==> src/rtl/mipi_dsi_line_pkt_gen.sv <==
// Per-line DSI HS burst builder: sync short packet, then an optional RGB888 long packet
// (header, payload, CRC16) spread over four byte lanes, with paced pixel fetch from a line buffer.
module mipi_dsi_line_pkt_gen #(
  parameter int         H_ACTIVE  = 480,
  parameter logic [1:0] VC        = 2'd0,
  parameter logic [5:0] DATA_TYPE = 6'h3E,
  parameter bit         CRC_EN    = 1'b1,
  parameter int         MIN_GAP   = 104
) (
  input  logic        I_lcd_clk,
  input  logic        I_rst_n,
  input  logic        I_enable,
  input  logic        I_line_start,
  input  logic        I_frame_start,
  input  logic        I_line_active,
  output logic        O_pix_rd,
  input  logic [47:0] I_pix_data,
  output logic        O_hs_en,
  output logic [7:0]  O_hs_rgb_lane0,
  output logic [7:0]  O_hs_rgb_lane1,
  output logic [7:0]  O_hs_rgb_lane2,
  output logic [7:0]  O_hs_rgb_lane3,
  output logic        O_busy,
  output logic        O_overrun
);
  localparam int NUM_LANES = 4;
  localparam int SBUF_B    = 12;
  localparam int PAY_CYC   = 3 * H_ACTIVE / 4;
  localparam int NUM_RD    = H_ACTIVE / 2;
  localparam int PW        = $clog2(PAY_CYC + 1);
  localparam int RW        = $clog2(NUM_RD + 1);
  localparam int GW        = $clog2(MIN_GAP + 1);
  localparam logic [PW-1:0] PAY_LAST = PW'(PAY_CYC - 1);
  localparam logic [RW-1:0] RD_INIT  = RW'(NUM_RD - 1);
  localparam logic [GW-1:0] GAP_INIT = GW'(MIN_GAP);
  localparam logic [15:0]   WC       = 16'(3 * H_ACTIVE);
  localparam logic [7:0]    LONG_DI  = {VC, DATA_TYPE};

  function automatic logic [7:0] ecc24(input logic [23:0] d);
    logic [5:0] p;
    p[0] = d[0]^d[1]^d[2]^d[4]^d[5]^d[7]^d[10]^d[11]^d[13]^d[16]^d[20]^d[21]^d[22]^d[23];
    p[1] = d[0]^d[1]^d[3]^d[4]^d[6]^d[8]^d[10]^d[12]^d[14]^d[17]^d[20]^d[21]^d[22]^d[23];
    p[2] = d[0]^d[2]^d[3]^d[5]^d[6]^d[9]^d[11]^d[12]^d[15]^d[18]^d[20]^d[21]^d[22];
    p[3] = d[1]^d[2]^d[3]^d[7]^d[8]^d[9]^d[13]^d[14]^d[15]^d[19]^d[20]^d[21]^d[23];
    p[4] = d[4]^d[5]^d[6]^d[7]^d[8]^d[9]^d[16]^d[17]^d[18]^d[19]^d[20]^d[22]^d[23];
    p[5] = d[10]^d[11]^d[12]^d[13]^d[14]^d[15]^d[16]^d[17]^d[18]^d[19]^d[21]^d[22]^d[23];
    return {2'b00, p};
  endfunction

  function automatic logic [15:0] crc_upd(input logic [15:0] c, input logic [7:0] b);
    logic [15:0] r;
    r = c ^ {8'h00, b};
    for (int k = 0; k < 8; k++) r = r[0] ? ((r >> 1) ^ 16'h8408) : (r >> 1);
    return r;
  endfunction

  localparam logic [7:0] HDR_ECC = ecc24({WC, LONG_DI});

  typedef enum logic [2:0] {S_IDLE, S_SHORT, S_HDR, S_PAY, S_CRC, S_GAP} state_t;

  state_t                          state;
  logic [PW-1:0]                   pay_cnt;
  logic [GW-1:0]                   gap_cnt;
  logic [RW-1:0]                   rd_left;
  logic                            line_act;
  logic [15:0]                     crc;
  logic [SBUF_B-1:0][7:0]          sbuf;
  logic [3:0]                      sbuf_cnt;
  logic [1:0]                      vld_pipe;
  logic [NUM_LANES-1:0][7:0]       lane_q;
  logic                            hs_en_q, busy_q, ovr_q;

  logic                            accept, start_rd, cons_now, cons_next, rd_issue;
  logic [5:0][7:0]                 pix_b;
  logic [SBUF_B-1:0][7:0]          cat, sbuf_nx;
  logic [4:0]                      cat_cnt;
  logic [3:0]                      sbuf_cnt_nx;
  logic [15:0]                     crc_fold, crc_o;
  logic [7:0]                      sdi, secc;
  int                              proj;

  assign accept   = I_line_start & I_enable &
                    ((state == S_IDLE) | ((state == S_GAP) & (gap_cnt == '0)));
  assign start_rd = accept & I_line_active;
  assign sdi      = {VC, I_frame_start ? 6'h01 : 6'h21};
  assign secc     = ecc24({16'h0000, sdi});
  assign crc_o    = CRC_EN ? crc : 16'h0000;

  // Staging buffer: bytes already held plus the word landing this edge, oldest at index 0.
  always_comb begin
    cons_now  = (state == S_HDR) | ((state == S_PAY) & (pay_cnt != PAY_LAST));
    cons_next = 1'b0;
    case (state)
      S_SHORT: cons_next = line_act;
      S_HDR:   cons_next = (PAY_LAST != '0);
      S_PAY:   cons_next = (pay_cnt != PAY_LAST) & ((pay_cnt + 1'b1) != PAY_LAST);
      default: cons_next = 1'b0;
    endcase
    for (int j = 0; j < 6; j++) pix_b[j] = I_pix_data[47-8*j -: 8];
    cat     = sbuf;
    cat_cnt = {1'b0, sbuf_cnt} + (vld_pipe[1] ? 5'd6 : 5'd0);
    if (vld_pipe[1])
      for (int i = 0; i < SBUF_B; i++)
        for (int j = 0; j < 6; j++)
          if (int'(sbuf_cnt) + j == i) cat[i] = pix_b[j];
    sbuf_nx     = cat;
    sbuf_cnt_nx = cat_cnt[3:0];
    if (cons_now) begin
      sbuf_nx = '0;
      for (int i = 0; i < SBUF_B - 4; i++) sbuf_nx[i] = cat[i+4];
      sbuf_cnt_nx = 4'(cat_cnt - 5'd4);
    end
    crc_fold = crc;
    for (int l = 0; l < NUM_LANES; l++) crc_fold = crc_upd(crc_fold, cat[l]);
    // Issue a read only when the bytes left after the next edge would not cover the one after.
    proj = int'(cat_cnt) - (cons_now ? 4 : 0) + (vld_pipe[0] ? 6 : 0) - (cons_next ? 4 : 0);
    rd_issue = start_rd |
               (((state == S_SHORT) | (state == S_HDR) | (state == S_PAY)) &
                (rd_left != '0) & (proj < 4));
  end

  always_ff @(posedge I_lcd_clk or negedge I_rst_n) begin
    if (!I_rst_n) begin
      state    <= S_IDLE;
      pay_cnt  <= '0;
      gap_cnt  <= '0;
      rd_left  <= '0;
      line_act <= 1'b0;
      crc      <= 16'hFFFF;
      sbuf     <= '0;
      sbuf_cnt <= '0;
      vld_pipe <= '0;
      lane_q   <= '0;
      hs_en_q  <= 1'b0;
      busy_q   <= 1'b0;
      ovr_q    <= 1'b0;
    end else begin
      ovr_q    <= I_line_start & I_enable & ~accept;
      vld_pipe <= {vld_pipe[0], rd_issue};
      sbuf     <= sbuf_nx;
      sbuf_cnt <= sbuf_cnt_nx;
      hs_en_q  <= 1'b0;
      lane_q   <= '0;
      if (accept) rd_left <= I_line_active ? RD_INIT : '0;
      else if (rd_issue) rd_left <= rd_left - 1'b1;
      if (accept) begin
        state    <= S_SHORT;
        busy_q   <= 1'b1;
        hs_en_q  <= 1'b1;
        lane_q   <= {secc, 8'h00, 8'h00, sdi};
        line_act <= I_line_active;
      end else begin
        case (state)
          S_SHORT: begin
            crc <= 16'hFFFF;
            if (line_act) begin
              state   <= S_HDR;
              hs_en_q <= 1'b1;
              lane_q  <= {HDR_ECC, WC[15:8], WC[7:0], LONG_DI};
            end else begin
              state   <= S_GAP;
              gap_cnt <= GAP_INIT;
            end
          end
          S_HDR: begin
            state   <= S_PAY;
            pay_cnt <= '0;
            hs_en_q <= 1'b1;
            lane_q  <= cat[NUM_LANES-1:0];
            crc     <= crc_fold;
          end
          S_PAY: begin
            hs_en_q <= 1'b1;
            if (pay_cnt != PAY_LAST) begin
              pay_cnt <= pay_cnt + 1'b1;
              lane_q  <= cat[NUM_LANES-1:0];
              crc     <= crc_fold;
            end else begin
              state  <= S_CRC;
              lane_q <= {8'h00, 8'h00, crc_o[15:8], crc_o[7:0]};
            end
          end
          S_CRC: begin
            state   <= S_GAP;
            gap_cnt <= GAP_INIT;
          end
          S_GAP: begin
            // Spans MIN_GAP+1 cycles; a request on the last one chains straight into SHORT.
            if (gap_cnt == '0) begin
              state  <= S_IDLE;
              busy_q <= 1'b0;
            end else begin
              gap_cnt <= gap_cnt - 1'b1;
            end
          end
          default: state <= S_IDLE;
        endcase
      end
    end
  end

  assign O_pix_rd       = vld_pipe[0];
  assign O_hs_en        = hs_en_q;
  assign O_hs_rgb_lane0 = lane_q[0];
  assign O_hs_rgb_lane1 = lane_q[1];
  assign O_hs_rgb_lane2 = lane_q[2];
  assign O_hs_rgb_lane3 = lane_q[3];
  assign O_busy         = busy_q;
  assign O_overrun      = ovr_q;
endmodule
==> config.mk <==
export PLATFORM = sky130hd
export DESIGN_NAME = mipi_dsi_line_pkt_gen
export DESIGN_NICKNAME = d
export VERILOG_FILES = /design/src/rtl/mipi_dsi_line_pkt_gen.sv
export SDC_FILE = /design/constraint.sdc
export NUM_CORES = 1
export LEC_CHECK = 0
export ABC_AREA = 1
export CORE_MARGIN = 4
export CORE_UTILIZATION = 55
export DETAILED_ROUTE_END_ITERATION = 6
export PLACE_DENSITY = 0.84
export SYNTH_ARGS = -nofsm -noshare
export SYNTH_HDL_FRONTEND = slang
export SYNTH_SLANG_ARGS = --single-unit
==> constraint.sdc <==
create_clock -name I_lcd_clk -period 10 [get_ports I_lcd_clk]
set_input_delay 2 -clock I_lcd_clk [delete_from_list [all_inputs] [get_ports I_lcd_clk]]
set_output_delay 2 -clock I_lcd_clk [all_outputs]
set_load 0.005 [all_outputs]
==> results.yml, run 1 <==
setup_path:
  timing_worst_setup_path_type: "reg2reg"
  worstSetupEndpointType: "flip-flop"
  crit_fanout: 18
  arrival_ns: 5.60
  cp_data_required_time_ns: 10.36
  start_kind: "flip-flop"
floorplanning:
  fp.dieW_um: 165
  core_area_mm2: 0.0242
  die_area_mm2: 0.0271
  num_io_pins: 90
  rows: 57
  start_util_pct: 55.6
  chipHeight_um: 165
routing:
  drt_first_iter_violations: 1915
  vias: 14400
  wire_per_inst_um: 19.2
  ant_nets: 0
  viasPerCell: 6.19
  drtPass1Iterations: 7
  drc_errors: 1
  wl_mm: 44.6
synthesis:
  synth_area_mm2: 0.0135
  ys.flop_type: "dfrtp_1"
  seq_area_frac_synth_pct: 33.6
  syn_avg_cell_area_um2: 6.90
  async_flop_share_pct: 100
  ys_types: 50
  ys_seq_elements: 180
  netlist_instances: 1954
  synth.area.top_cells: "dfrtp_1 30%, nand2_1 13%, o21ai_0 11%, nand3_1 5.9%, inv_1 5.8%"
  synth_fp_nets: 2028
  yosysTopAreaCell: "dfrtp_1"
  synth_edf_count: 0
  yosys_warnings: 0
  synth_top_cell_area_share_pct: 30.4
sta:
  period_share_pct: 52.4
  rsz0062_at_grt: "no"
  fin_skew_ns: 0.0133
  tightestPinTransition_ns: 1.31
  slew_headroom_pct: 12.3
  finalSetupViolations: 0
  fmax_ghz: 0.191
  post-route-min-period_ns: 5.24
  final.setup.tns_ns: 0
  drv_slew: 0
  final_hold_viol_count: 0
grt:
  grt_overflow: 0
  grt_pass1_wl_mm: 70.6
  grtUsageTotal_pct: 33.0
  grt_max_degree: 106
  grt_pass1_vias: 13700
  antenna_found_initial: 0
clock_network:
  holdBufCountCts: 0
  clkTransAtPathRegs_ns: 0.07
  cts-htree-levels: 4
  cts-root-buf: "clkbuf_16"
  post-cts-setup-buffers: 0
  cts_buffers: 17
  clk_latency_ns: 0.44
  cts_tree: "yes"
  cts-resized-gates: 0
  cts_buffer_depth: 2
  cts_sinks: 180
worst_hold_path:
  hold_class: "reg2reg"
job:
  drv_cap: 0
placed_design:
  place.gp.congestion: 1.02
  port_buffers: 89
  dp.final_hpwl_mm: 31.1
finish:
  utilization_pct: 62.3
  drive_above_1_share_pct: 12.1
  nets: 2058
  area_delta_synth_final_pct: 12.0
  n_fill_cell: 2187
  antenna_cells: 0
outcome:
  status: "finished, violations left"
  failed_checks: "design-rule violations"
==> placed cells by master (no fill, tap or decap), types with 21 or more instances in the layout <==
cell type and n:
nand2_2 64, nand2_4 35, o22ai_1 49, nand3_2 21
nor2_1 117, o21ai_0 298, dfrtp_1 163, clkdlybuf4s50_1 88
nand3_1 160, o211ai_1 52, nand2_1 454, inv_1 207
a21oi_1 63
==> synth_stat cells (12+ instances only) <==
master and n:
clkbuf_1 68, o21ai_1 12, ha_1 17, nand2_1 455
o211ai_1 52, nand2_2 64, or2_2 19, inv_2 17
nand2_4 34, dfstp_2 16, xor2_1 15, nand3_1 160
a21oi_1 63, nor2_1 120, inv_1 207, dfrtp_1 164
o21ai_0 298, nand3_2 21, mux2i_1 15, o22ai_1 49
==> worst paths after layout <==
path                       slack [ns]  cells past startpoint     endpoint   startpoint
setup / recovery                 4.76                     21   rd_left[3]     state[1]
hold / removal                   0.45                      0  vld_pipe[1]  vld_pipe[0]
setup reg to reg                 4.76                     21   rd_left[3]     state[1]
hold reg to reg                  0.45                      0  vld_pipe[1]  vld_pipe[0]
max in group asynchronous        6.80                      2  vld_pipe[1]      I_rst_n
min in group asynchronous        1.65                      1     sbuf[69]      I_rst_n
==> metrics by stage <==
step / instances / hold WS, ns / instance area, µm² / setup WS (ns)
after floorplan: 1954 / 0.396 / 13500 / 5.69
after global placement: 2289 / 0.437 / 14500 / 4.98
after detailed placement: 2289 / 0.428 / 14500 / 4.91
after CTS: 2321 / 0.453 / 15100 / 4.84
after global routing: 2321 / 0.462 / 15100 / 4.33
final: 2321 / 0.446 / 15100 / 4.76
==> logic make-up after synthesis <==
logic type | share of synthesized area (%)
buffers and inverters | 9.29
AOI/OAI and AO/OA | 20.4
xor gates and xnor gates | 1.54
muxes | 1.11
and+or+nand+nor | 32.1
DFF | 33.6
adders and majority gates | 2.02
==> layer usage <==
layer / global-route usage, % / wire length [µm]
met5: 0 / 0
met4: 20.1 / 2890
met3: 5.52 / 4320
met2: 51.9 / 20200
met1: 42.5 / 17200
==> state kept, by name, summed over array words and instances (netlist names), 2 cells and up <==
signal,cells
sbuf,96
O_hs_rgb_lane1,8
sbuf_cnt,3
O_hs_rgb_lane2,8
gap_cnt,7
state,3
crc,16
pay_cnt,9
rd_left,8
vld_pipe,2
O_hs_rgb_lane0,8
O_hs_rgb_lane3,8
==> final cells by class <==
cell class / instances / area (µm²) / share of cell area [%]
multi-input combinational: 1455 / 7720 / 51.1
sequential: 180 / 4530 / 30.0
timing repair buffer: 104 / 1010 / 6.67
inverter: 226 / 856 / 5.67
clock buffer: 21 / 470 / 3.11
tap: 324 / 405 / 2.68
clock inverter: 11 / 115 / 0.762
==> critical path: stages, from the launching register on <==
cell and delay (ns):
dfrtp_1 0.40, inv_1 0.07, nor2_1 0.26, inv_1 0.14, nor2_1 0.21, nand2_1 0.51, nand2_4 0.40, inv_2 0.07
ha_1 0.31, fa_1 0.50, inv_1 0.07, fa_1 0.46, nand3_1 0.11, nand2_1 0.08, nor2_1 0.09, nor4_1 0.06
a31o_2 0.20, o211ai_1 0.14, nand2_1 0.14, nor2_1 0.47, a21oi_1 0.24, a22oi_1 0.21
Power of run 1 is left out: the tool's default activity adds up to more than one toggle a clock period on the data nets, which glitch-free logic cannot reach.
==> inputs of run 2 (changes only) <==
- clock period: 10 -> 5.3 ns (I/O delays scaled with it)
==> results.yml, run 2 (synthesis results as in run 1) <==
clock_network:
  cts_buffers: 17
  cts-root-buf: "clkbuf_16"
  cts-htree-levels: 4
  cts-resized-gates: 0
  cts_buffer_depth: 2
  clk_latency_ns: 0.45
  cts_tree: "yes"
  post-cts-setup-buffers: 0
  cts_sinks: 180
  clkTransAtPathRegs_ns: 0.08
  holdBufCountCts: 0
finish:
  area_delta_synth_final_pct: 12.5
  multi_input_area_mm2: 0.00772
  top_register: "sbuf"
  final_common_cell: "nand2_1"
  ff_latch_area_mm2: 0.00453
  largestRegisters: "sbuf (96), crc (16), pay_cnt (9)"
  nets: 2062
  layout_common_cells: "454 x nand2_1, 298 x o21ai_0, 207 x inv_1, 163 x dfrtp_1, 160 x nand3_1"
  n_fill_cell: 2133
  antenna_cells: 0
  drive_above_1_share_pct: 12.3
  largest_reg_flops: 96
setup_path:
  arrival_ns: 4.96
  crit_fanout: 19
  worstSetupEndpointType: "flip-flop"
  path_cells: "inv_1, nor2_1, inv_1, nor2_1, nand2_1, buf_4, nand2_4, inv_2, ha_1, fa_1, inv_1, fa_1, nand3_1, nand2_1, nor2_1, nor4_1, a31o_2, o211ai_1, nand2_1, nor2_1, a21oi_1, a22oi_1"
  path_common_cell: "nor2_1"
  timing_worst_setup_path_type: "reg2reg"
  slowest_delay_ns: 0.51
  cp_data_required_time_ns: 5.67
  start_kind: "flip-flop"
  cpMaxStageDelayCell: "fa_1"
  r2r_slack_ns: 0.71
floorplanning:
  chipHeight_um: 165
  start_util_pct: 55.6
  die_area_mm2: 0.0271
  core_area_mm2: 0.0242
  num_io_pins: 90
  fp.dieW_um: 165
  rows: 57
sta:
  final.setup.tns_ns: 0
  period_share_pct: 86.6
  final_hold_viol_count: 0
  finalSetupViolations: 0
  rsz0062_at_grt: "no"
  slew_headroom_pct: 16.0
  post-route-min-period_ns: 4.59
  fin_skew_ns: 0.0218
  tightestPinTransition_ns: 1.26
  drv_slew: 0
  fmax_ghz: 0.218
grt:
  grt_max_degree: 104
  grt_overflow: 0
  antenna_found_initial: 0
  grtUsageTotal_pct: 32.5
  grt_pass1_vias: 13400
  grt_pass1_wl_mm: 69.3
routing:
  wl_mm: 44.0
  wire_per_inst_um: 18.9
  drt_first_iter_violations: 1777
  vias: 14300
  drc_errors: 2
  drtPass1Iterations: 7
  ant_nets: 0
  viasPerCell: 6.17
placed_design:
  place.gp.congestion: 0.966
  port_buffers: 89
  dp.final_hpwl_mm: 30.4
worst_hold_path:
  hold_class: "reg2reg"
outcome:
  status: "finished, violations left"
  failed_checks: "design-rule violations"
job:
  drv_cap: 0
run 2: layout make-up:
class | count | area share, %
clock inverters | 15 | 1.33
flip-flops and latches | 180 | 29.8
multi-input cells | 1455 | 50.9
inverters | 226 | 5.64
well taps | 324 | 2.67
repair buffers | 108 | 6.83
clock buffers | 17 | 2.80
run 2: layer usage:
layer,up-vias,share of wire (%),global-route usage (%)
met2,881,47,52.7
met3,199,9.1,5.32
met1,6724,39,42.0
li1,6539,-,-
met5,-,0,0
met4,0,5.5,16.5
run 2: per-stage QoR:
stage               worst slack (ns)  instances  hold WS, ns  util (%)  cell area, µm²
global route                   0.225       2325        0.475      62.6           15200
finish                         0.709       2325        0.451      62.6           15200
global placement               0.955       2293        0.456      60.0           14500
floorplan                      0.988       1954        0.396         -           13500
detailed placement             0.784       2293        0.430      60.0           14500
CTS                            0.777       2325        0.454      62.6           15200
run 2: worst paths after layout:
| check | cells after the start | startpoint | to |
|---|---|---|---|
| max | 22 | state[1] | rd_left[5] |
| min | 0 | vld_pipe[0] | vld_pipe[1] |
| max reg2reg | 22 | state[1] | rd_left[5] |
| max in group asynchronous | 2 | I_rst_n | crc[1] |
| min reg2reg | 0 | vld_pipe[0] | vld_pipe[1] |
| min in group asynchronous | 1 | I_rst_n | sbuf[50] |
run 2: worst max-delay path: cells and delay by family, from the launching register on:
kind / cells / cell delay, ns
compound gates: 4 / 0.75
fa+ha+maj: 3 / 1.27
simple gates: 10 / 1.57
flops: 1 / 0.39
buf+inv: 5 / 0.51
Power of run 2 is left out for the same reason.
==> inputs of run 3 (changes only) <==
- CORE_MARGIN: 4 -> 2
==> results.yml, run 3 (synthesis results as in run 1) <==
setup_path:
  arrival_ns: 5.02
  worstReg2RegStart: "state[1]"
  cp_data_required_time_ns: 5.67
  worstSetupEndpointType: "flip-flop"
  crit_fanout: 18
  r2r_slack_ns: 0.65
  start_kind: "flip-flop"
  timing_worst_setup_path_type: "reg2reg"
  crit_start: "state[1]"
worst_hold_path:
  min_from: "vld_pipe[0]"
  hold_class: "reg2reg"
sta:
  fin_skew_ns: 0.0153
  finalSetupViolations: 0
  period_share_pct: 87.7
  drv_slew: 0
  rsz0062_at_grt: "no"
  fmax_ghz: 0.215
  post-route-min-period_ns: 4.65
  final_hold_viol_count: 0
  tightestPinTransition_ns: 1.23
  final.setup.tns_ns: 0
  slew_headroom_pct: 17.9
finish:
  drive_above_1_share_pct: 12.3
  area_delta_synth_final_pct: 12.4
  final_common_cell: "nand2_1"
  largest_reg_flops: 96
  antenna_cells: 0
  top_register: "sbuf"
  layout_common_cells: "454 x nand2_1, 298 x o21ai_0, 207 x inv_1, 163 x dfrtp_1, 160 x nand3_1"
  largestRegisters: "sbuf (96), crc (16), pay_cnt (9)"
  nets: 2062
clock_network:
  cts-resized-gates: 0
  cts-root-buf: "clkbuf_16"
  cts_tree: "yes"
  clkTransAtPathRegs_ns: 0.08
  cts_sinks: 180
  cts_buffer_depth: 2
  cts-htree-levels: 4
  clk_latency_ns: 0.46
  post-cts-setup-buffers: 0
  holdBufCountCts: 0
  cts_buffers: 17
grt:
  grt_pass1_vias: 13300
  grt_overflow: 0
  grtUsageTotal_pct: 34.2
  antenna_found_initial: 0
  grt_max_degree: 116
  grt_pass1_wl_mm: 69.9
job:
  drv_cap: 0
outcome:
  status: "finished clean"
routing:
  wire_per_inst_um: 18.9
  drc_errors: 0
  vias: 14200
  ant_nets: 0
  viasPerCell: 6.12
  drtPass1Iterations: 6
  wl_mm: 44.0
  drt_first_iter_violations: 1795
floorplanning:
  chipHeight_um: 161
  core_area_mm2: 0.0242
  die_area_mm2: 0.0258
  num_io_pins: 90
  start_util_pct: 55.8
  fp.dieW_um: 161
  rows: 57
placed_design:
  place.gp.congestion: 0.962
  dp.final_hpwl_mm: 30.7
  port_buffers: 89
-- run 3: cell count changes in the layout (fill, tap and decap cells not counted) --
cell        change
inv_8           -2
bufinv_16       -1
clkinv_4        +1
clkinv_8        +1
clkinvlp_4      +1
-- run 3: per-stage QoR --
| step | hold slack [ns] | cells | cell area, µm² | setup WS, ns | utilization (%) |
|---|---|---|---|---|---|
| 5_1_grt | 0.493 | 2325 | 15200 | 0.180 | 62.7 |
| 3_3_place_gp | 0.447 | 2293 | 14500 | 0.971 | 60.2 |
| 3_5_place_dp | 0.440 | 2293 | 14500 | 0.711 | 60.2 |
| 4_1_cts | 0.471 | 2325 | 15200 | 0.716 | 62.7 |
| 2_1_floorplan | 0.396 | 1954 | 13500 | 0.988 | - |
| 6_report | 0.491 | 2325 | 15200 | 0.652 | 62.7 |
-- run 3: cell type report --
cell class,instances,area [µm²]
Clock buffer,17,425
Sequential cell,180,4530
Timing Repair Buffer,108,1040
Multi-Input combinational cell,1455,7720
Fill cell,2162,9020
Tap cell,324,405
Clock inverter,15,181
Inverter,226,856
-- run 3: worst paths after layout --
| path | to | cells after the start |
|---|---|---|
| worst max-delay path | rd_left[1] | 22 |
| worst min-delay path | vld_pipe[1] | 0 |
| worst max register to register | rd_left[1] | 22 |
| worst min register to register | vld_pipe[1] | 0 |
| max in group asynchronous | crc[7] | 2 |
| min in group asynchronous | sbuf[85] | 1 |
-- run 3: metal layers --
metal  up-vias  part of all wire [%]  global-route usage [%]
li1       6554                     -                       -
met1      6728                    39                    44.2
met2       797                    47                    55.7
met3       148                   8.9                    5.45
met4         0                   4.9                    17.3
met5         -                     0                       0
-- run 3: worst max-delay path: stages, from the launching register on --
cell and delay [ns]:
dfrtp_1 0.40, inv_1 0.07, nor2_1 0.21, inv_1 0.12, nor2_1 0.19, nand2_1 0.07
buf_4 0.21, nand2_4 0.18, inv_2 0.06, ha_1 0.31, fa_1 0.51, inv_1 0.07
fa_1 0.46, nand3_1 0.11, nand2_1 0.08, nor2_1 0.12, nor4_1 0.07, a31o_2 0.20
o211ai_1 0.12, nand2_1 0.11, nor2_1 0.46, a21oi_1 0.24, a22oi_1 0.21
Power of run 3 is left out for the same reason.
